File: config.mk
export PLATFORM = sky130hd
export DESIGN_NAME = ssd_scan_ctrl
export DESIGN_NICKNAME = d
export VERILOG_FILES = /design/src/rtl/ssd_scan_ctrl.sv
export SDC_FILE = /design/constraint.sdc
export NUM_CORES = 1
export LEC_CHECK = 0
export ABC_AREA = 0
export CAP_MARGIN = 20
export CORE_MARGIN = 1.5
export CORE_UTILIZATION = 50
export DETAILED_ROUTE_END_ITERATION = 8
export PLACE_DENSITY = 0.76
export SLEW_MARGIN = 30
export SYNTH_ARGS = -nofsm -noshare
export SYNTH_HDL_FRONTEND = slang
export SYNTH_SLANG_ARGS = --single-unit
File: constraint.sdc
create_clock -name clk -period 3.54 [get_ports clk]
set_clock_uncertainty 0.05 [all_clocks]
set_input_delay 0.531 -clock clk [delete_from_list [all_inputs] [get_ports clk]]
set_output_delay 0.531 -clock clk [all_outputs]
set_load 0.02 [all_outputs]
File: src/rtl/ssd_scan_ctrl.sv
// Multiplexed seven-segment scan controller: one digit per REFRESH_DIV clocks, new data staged
// through a valid/ready slot and committed only at frame boundaries. Optional macro: SSD_LZ_BLANK_EN.
module ssd_scan_ctrl #(
    parameter int NUM_DIGITS  = 8,
    parameter int REFRESH_DIV = 131072,
    parameter bit ACTIVE_LOW  = 1'b1
) (
    input  logic                    clk,
    input  logic                    rst_i,
    input  logic [4*NUM_DIGITS-1:0] data_i,
    input  logic [NUM_DIGITS-1:0]   dp_i,
    input  logic                    data_valid_i,
    output logic                    data_ready_o,
    input  logic [NUM_DIGITS-1:0]   blank_i,
    output logic [NUM_DIGITS-1:0]   anode_o,
    output logic [6:0]              segment_o,
    output logic                    dp_o,
    output logic                    frame_o
);
    // state    | meaning
    // ST_EMPTY | staging slot free, data_ready_o high
    // ST_PEND  | staged data waiting for the next frame boundary

    localparam int PW = (REFRESH_DIV > 1) ? $clog2(REFRESH_DIV) : 1;
    localparam int IW = (NUM_DIGITS > 1) ? $clog2(NUM_DIGITS) : 1;

    localparam logic [PW-1:0]         PRE_LAST  = PW'(REFRESH_DIV - 1);
    localparam logic [IW-1:0]         IDX_LAST  = IW'(NUM_DIGITS - 1);
    localparam logic [NUM_DIGITS-1:0] ANODE_OFF = ACTIVE_LOW ? {NUM_DIGITS{1'b1}} : '0;
    localparam logic [6:0]            SEG_OFF   = ACTIVE_LOW ? 7'h7F : 7'h00;
    localparam logic                  DP_OFF    = ACTIVE_LOW;

    typedef enum logic {
        ST_EMPTY,
        ST_PEND
    } hs_state_t;

    hs_state_t               state;
    logic [PW-1:0]           prescale;
    logic [IW-1:0]           idx;
    logic [4*NUM_DIGITS-1:0] disp_data;
    logic [NUM_DIGITS-1:0]   disp_dp;
    logic [4*NUM_DIGITS-1:0] stage_data;
    logic [NUM_DIGITS-1:0]   stage_dp;

    logic                    tick;
    logic                    boundary;
    logic [IW-1:0]           idx_next;
    logic [4*NUM_DIGITS-1:0] src_data;
    logic [NUM_DIGITS-1:0]   src_dp;
    logic [NUM_DIGITS-1:0]   lz_show;
    logic [3:0]              nibble;
    logic                    show;
    logic [NUM_DIGITS-1:0]   onehot;
    logic [6:0]              seg_al;
    logic                    dp_al;
    logic [NUM_DIGITS-1:0]   anode_n;
    logic [6:0]              segment_n;
    logic                    dp_n;

    // Active-low segment patterns {a,b,c,d,e,f,g}.
    function automatic logic [6:0] seg_decode(input logic [3:0] n);
        case (n)
            4'h0: return 7'h01;
            4'h1: return 7'h4F;
            4'h2: return 7'h12;
            4'h3: return 7'h06;
            4'h4: return 7'h4C;
            4'h5: return 7'h24;
            4'h6: return 7'h20;
            4'h7: return 7'h0F;
            4'h8: return 7'h00;
            4'h9: return 7'h04;
            4'hA: return 7'h08;
            4'hB: return 7'h60;
            4'hC: return 7'h31;
            4'hD: return 7'h42;
            4'hE: return 7'h30;
            default: return 7'h38;
        endcase
    endfunction

    assign tick         = (prescale == PRE_LAST);
    assign boundary     = tick && (idx == IDX_LAST);
    assign data_ready_o = (state == ST_EMPTY);

    // The first digit of a new frame must already see the data being committed on this edge.
    always_comb begin
        idx_next = (idx == IDX_LAST) ? '0 : idx + 1'b1;
        if (boundary && (state == ST_PEND)) begin
            src_data = stage_data;
            src_dp   = stage_dp;
        end else begin
            src_data = disp_data;
            src_dp   = disp_dp;
        end
    end

`ifdef SSD_LZ_BLANK_EN
    always_comb begin
        logic seen;
        seen    = 1'b0;
        lz_show = '0;
        for (int k = NUM_DIGITS - 1; k >= 0; k--) begin
            if (src_data[4*k +: 4] != 4'h0) begin
                seen = 1'b1;
            end
            lz_show[k] = seen;
        end
        lz_show[0] = 1'b1;
    end
`else
    always_comb begin
        lz_show = {NUM_DIGITS{1'b1}};
    end
`endif

    always_comb begin
        nibble         = src_data[{idx_next, 2'b00} +: 4];
        show           = ~blank_i[idx_next] & lz_show[idx_next];
        onehot         = '0;
        onehot[idx_next] = show;
        seg_al         = show ? seg_decode(nibble) : 7'h7F;
        dp_al          = ~(show & src_dp[idx_next]);
        anode_n        = ACTIVE_LOW ? ~onehot : onehot;
        segment_n      = ACTIVE_LOW ? seg_al : ~seg_al;
        dp_n           = ACTIVE_LOW ? dp_al : ~dp_al;
    end

    always_ff @(posedge clk or posedge rst_i) begin
        if (rst_i) begin
            state      <= ST_EMPTY;
            prescale   <= '0;
            idx        <= '0;
            disp_data  <= '0;
            disp_dp    <= '0;
            stage_data <= '0;
            stage_dp   <= '0;
            anode_o    <= ANODE_OFF;
            segment_o  <= SEG_OFF;
            dp_o       <= DP_OFF;
            frame_o    <= 1'b0;
        end else begin
            frame_o  <= boundary;
            prescale <= tick ? '0 : prescale + 1'b1;
            if (tick) begin
                idx       <= idx_next;
                anode_o   <= anode_n;
                segment_o <= segment_n;
                dp_o      <= dp_n;
            end
            case (state)
                ST_EMPTY: begin
                    if (data_valid_i) begin
                        stage_data <= data_i;
                        stage_dp   <= dp_i;
                        state      <= ST_PEND;
                    end
                end
                ST_PEND: begin
                    if (boundary) begin
                        disp_data <= stage_data;
                        disp_dp   <= stage_dp;
                        state     <= ST_EMPTY;
                    end
                end
                default: state <= ST_EMPTY;
            endcase
        end
    end

endmodule

==> results.cfg <==
[pwr]
intPower_mw = 2.50
power_frac_comb = 0.043
netSwitchingPower_mw = 0.711
sw_frac_of_total = 0.222
static-leakage-power_nw = 3.17
p_per_area_mw_per_mm2 = 465
seqPwrFrac = 0.449
power_share_of_the_clock_group = 0.508
max-vdd-ir-drop_mv = 0.351
design_power_total_mw = 3.21

[flow_run]
maxCapViolations = 0

[detailed_routing]
vias = 3959
ant_nets = 0
initialDrtViolationCount = 213
drt-wirelength-per-cell_um = 16.3
drt-pass1-iter-count = 5
wl_mm = 11.8
number_of_design_rule_violations_left_after_detail_routing = 0
viasPerCell = 5.50

[status]
run_status = completed

[synth]
synthesis.area_mm2 = 0.00535
post_synth_num_cell_types = 49
synth_cells = 486
syn-num-nets = 547
synth_flop_cell = dfrtp_1
postSynth.asyncResetShare = 1.00
synth-seq-cells = 118
number_of_enable_flip_flop_cells_after_synthesis = 0
seq_area_frac_synth = 0.556
synth-warning-count = 0
synthesis.area_per_instance_um2 = 11.0

[global_route]
grt_pass1_wl_mm = 19.5
antenna_found_initial = 0
leftover_overflow_at_the_end_of_global_routing = 0
number_of_global_route_vias_before_repair = 3966
groute.usage.overall = 0.223
maximum_number_of_pins_on_one_net_before_global_route_repair = 119

[timing]
timing.final.hold_violations = 0
fin_worst_hold_slack_ns = 0.411
setup_slack_ns = 0.199
tightest_slew_ns = 0.713
finalSetupViolCount = 0
period_minus_slack_ns = 3.34
slew-limit-headroom = 0.521
final_min_period_over_clock_period = 0.944
timing.final.max_slew_violations = 0
max_freq_ghz = 0.299

[die]
die_height_um = 106
design.portCount = 69
die_width_um = 106
floorplan.die_area_mm2 = 0.0113
floorplan.core_area_mm2 = 0.0104
placement_rows = 37
initial_core_util = 0.516

[critical_path]
timing.critical_path.arrival_ns = 3.73
setup.worst_path.class = flop to flop
critical_path.cell_chain = nand4_1 > nor2_2 > nand3_1 > nor3_2 > ha_2 > nand3_4 > mux2_2 > mux2_2 > o32ai_4 > a211oi_4 > inv_1 > ha_2 > nand2_1 > a41oi_1 > a21boi_1
setup.worst_path.start_class = flop
worst_ep_required_time_ns = 3.93
path_max_fanout = 10
largest_stage_delay_on_the_critical_path_ns = 0.39
library_cell_contributing_the_largest_single_delay_on_the_critical_path = dfrtp_1
worst_setup_path_end_kind = flop

[cts]
cts_made_buffers = 17
tritoncts = yes
clock_tree.buffer_depth = 2
clockRootBuffer = clkbuf_8
cts_hold_repair.buffers = 0
clock_insertion_delay_worst_skew_ns = 0.51
cts-htree-levels = 4
cts_num_sinks = 118
path_clk_slew_ns = 0.06

[place]
port_buffers = 68
post_detail_place_hpwl_mm = 7.74
preCtsSetupSlack_ns = -0.175
dp.cells = 679
gp_congestion = 0.842
dpl-instance-area_mm2 = 0.00623

[worst_hold_path]
path_class_of_the_lowest_slack_min_delay_path = flop to flop

[cells_and_area]
share_of_post_route_cells_with_drive_strength_above_1 = 0.250
design.final.nets = 632
area_growth_syn_to_layout_pct = 29.3
finalNonFillerCells = 720
diodes = 0
stdcell_area_mm2 = 0.00691
fillCellCount = 761
==> cell usage after synthesis (all sizes together) (3+ instances only) <==
| master | count | share of area |
|---|---|---|
| nand4 | 3 | 0.0035 |
| ha | 10 | 0.023 |
| buf | 11 | 0.012 |
| or3 | 7 | 0.0082 |
| o22a | 4 | 0.0066 |
| mux4 | 7 | 0.029 |
| xor2 | 8 | 0.013 |
| a211oi | 4 | 0.0075 |
| dfrtp | 102 | 0.48 |
| nor3 | 7 | 0.011 |
| clkbuf | 15 | 0.011 |
| mux2i | 6 | 0.011 |
| nor2 | 37 | 0.026 |
| nand3 | 14 | 0.014 |
| o221ai | 4 | 0.0066 |
| and3 | 3 | 0.0035 |
| o21ai | 5 | 0.0047 |
| a31oi | 7 | 0.0082 |
| mux2 | 50 | 0.11 |
| dfstp | 16 | 0.079 |
| inv | 9 | 0.0068 |
| a21oi | 13 | 0.012 |
| nand2 | 121 | 0.085 |
| nor2b | 3 | 0.0035 |
==> cell usage in the layout, fill, tap and decap left out, drive strengths merged, types with 3 or more instances in the layout <==
master	netlist	routed
clkinvlp	0	4
o21ai	5	5
o22a	4	4
dfstp	16	16
nand3	14	14
ha	10	10
a31oi	7	7
nor2b	3	3
mux4	7	7
clkdlybuf4s50	0	68
a211oi	4	4
inv	9	11
or3	7	7
clkbuf	15	17
mux2i	6	6
nor2	37	37
and3	3	3
nor3	7	7
dfrtp	102	102
nand2	121	121
buf	11	24
xor2	8	8
clkinv	0	7
nand4	3	3
a21oi	13	13
mux2	50	50
o221ai	4	4
==> routing by layer <==
layer,vias up,part of all wire,GRT usage,wire length [µm]
li1,1837,-,-,-
met2,115,0.49,0.360,5790
met5,-,0,0,0
met4,0,0.019,0.0792,224
met1,1986,0.44,0.298,5190
met3,21,0.048,0.0497,563
==> path summary, 6_finish.rpt <==
path	from	endpoint	slack, ns	cells past startpoint
max in group asynchronous	rst_i	stage_data[12]	2.49	3
worst min register to register	prescale[0]	prescale[0]	0.41	1
min in group asynchronous	rst_i	prescale[13]	0.50	3
worst max register to register	prescale[5]	segment_o[6]	0.20	15
worst max-delay path	prescale[5]	segment_o[6]	0.20	15
worst min-delay path	prescale[0]	prescale[0]	0.41	1
==> what timing repair did <==
item / CTS / global route
pin swaps: 0 / 5
hold endpoints to repair: 0 / 0
gates resized for setup: 3 / 6
buffers inserted: 0 / 9
endpoints found under the setup margin: 6 / 7
==> stage by stage <==
step,utilization,TNS [ns]
finish,0.666,0
floorplan,-,0
CTS,0.657,0
detailed placement,0.601,-0.424
global route,0.666,-0.0753
global placement,0.601,0
==> sequential cells by signal, indices dropped and copies added, names as in the netlist <==
| signal | flops |
|---|---|
| disp_dp | 8 |
| disp_data | 32 |
| stage_data | 32 |
| prescale | 17 |
| state | 1 |
| segment_o | 7 |
| stage_dp | 8 |
| dp_o | 1 |
| anode_o | 8 |
| idx | 3 |
| frame_o | 1 |
==> area by class of cell <==
type / instances / area [µm²] / area share
clock buffer: 17 / 414 / 0.0599
clock inverter: 15 / 155 / 0.0225
inverter: 9 / 40.0 / 0.00579
multi-input combinational: 333 / 2270 / 0.329
sequential: 118 / 2970 / 0.430
tap: 136 / 170 / 0.0246
timing repair buffer: 92 / 886 / 0.128
==> critical path, delay by kind of cell, from the launching register on <==
family                   cells  cell delay (ns)
flip-flops                   1             0.39
AO/OA/AOI/OAI                4             0.75
buffers and inverters        1             0.11
adder cells (fa/ha/maj)      2             0.48
AND/OR/NAND/NOR              6             0.87
multiplexers                 2             0.62
==> kinds of logic (layout without fill, tap and decap cells) <==
group / Yosys count / in the layout / synth area share
buf+inv: 35 / 133 / 0.0290
flops: 118 / 118 / 0.556
fa+ha+maj: 10 / 10 / 0.0234
compound gates: 51 / 51 / 0.0690
xor+xnor: 10 / 10 / 0.0164
simple gates: 199 / 199 / 0.160
mux: 63 / 63 / 0.146
==> power by group through the flow <==
| stage | clock, mW | sequential [mW] | combinational [mW] |
|---|---|---|---|
| 2_1_floorplan | 0 | 1.45 | 0.0697 |
| 3_3_place_gp | 0 | 1.46 | 0.137 |
| 3_5_place_dp | 0 | 1.46 | 0.141 |
| 4_1_cts | 1.65 | 1.44 | 0.142 |
| 5_1_grt | 1.72 | 1.45 | 0.153 |
| 6_report | 1.63 | 1.44 | 0.138 |
Note: power is estimated with default switching activity, not from simulation.
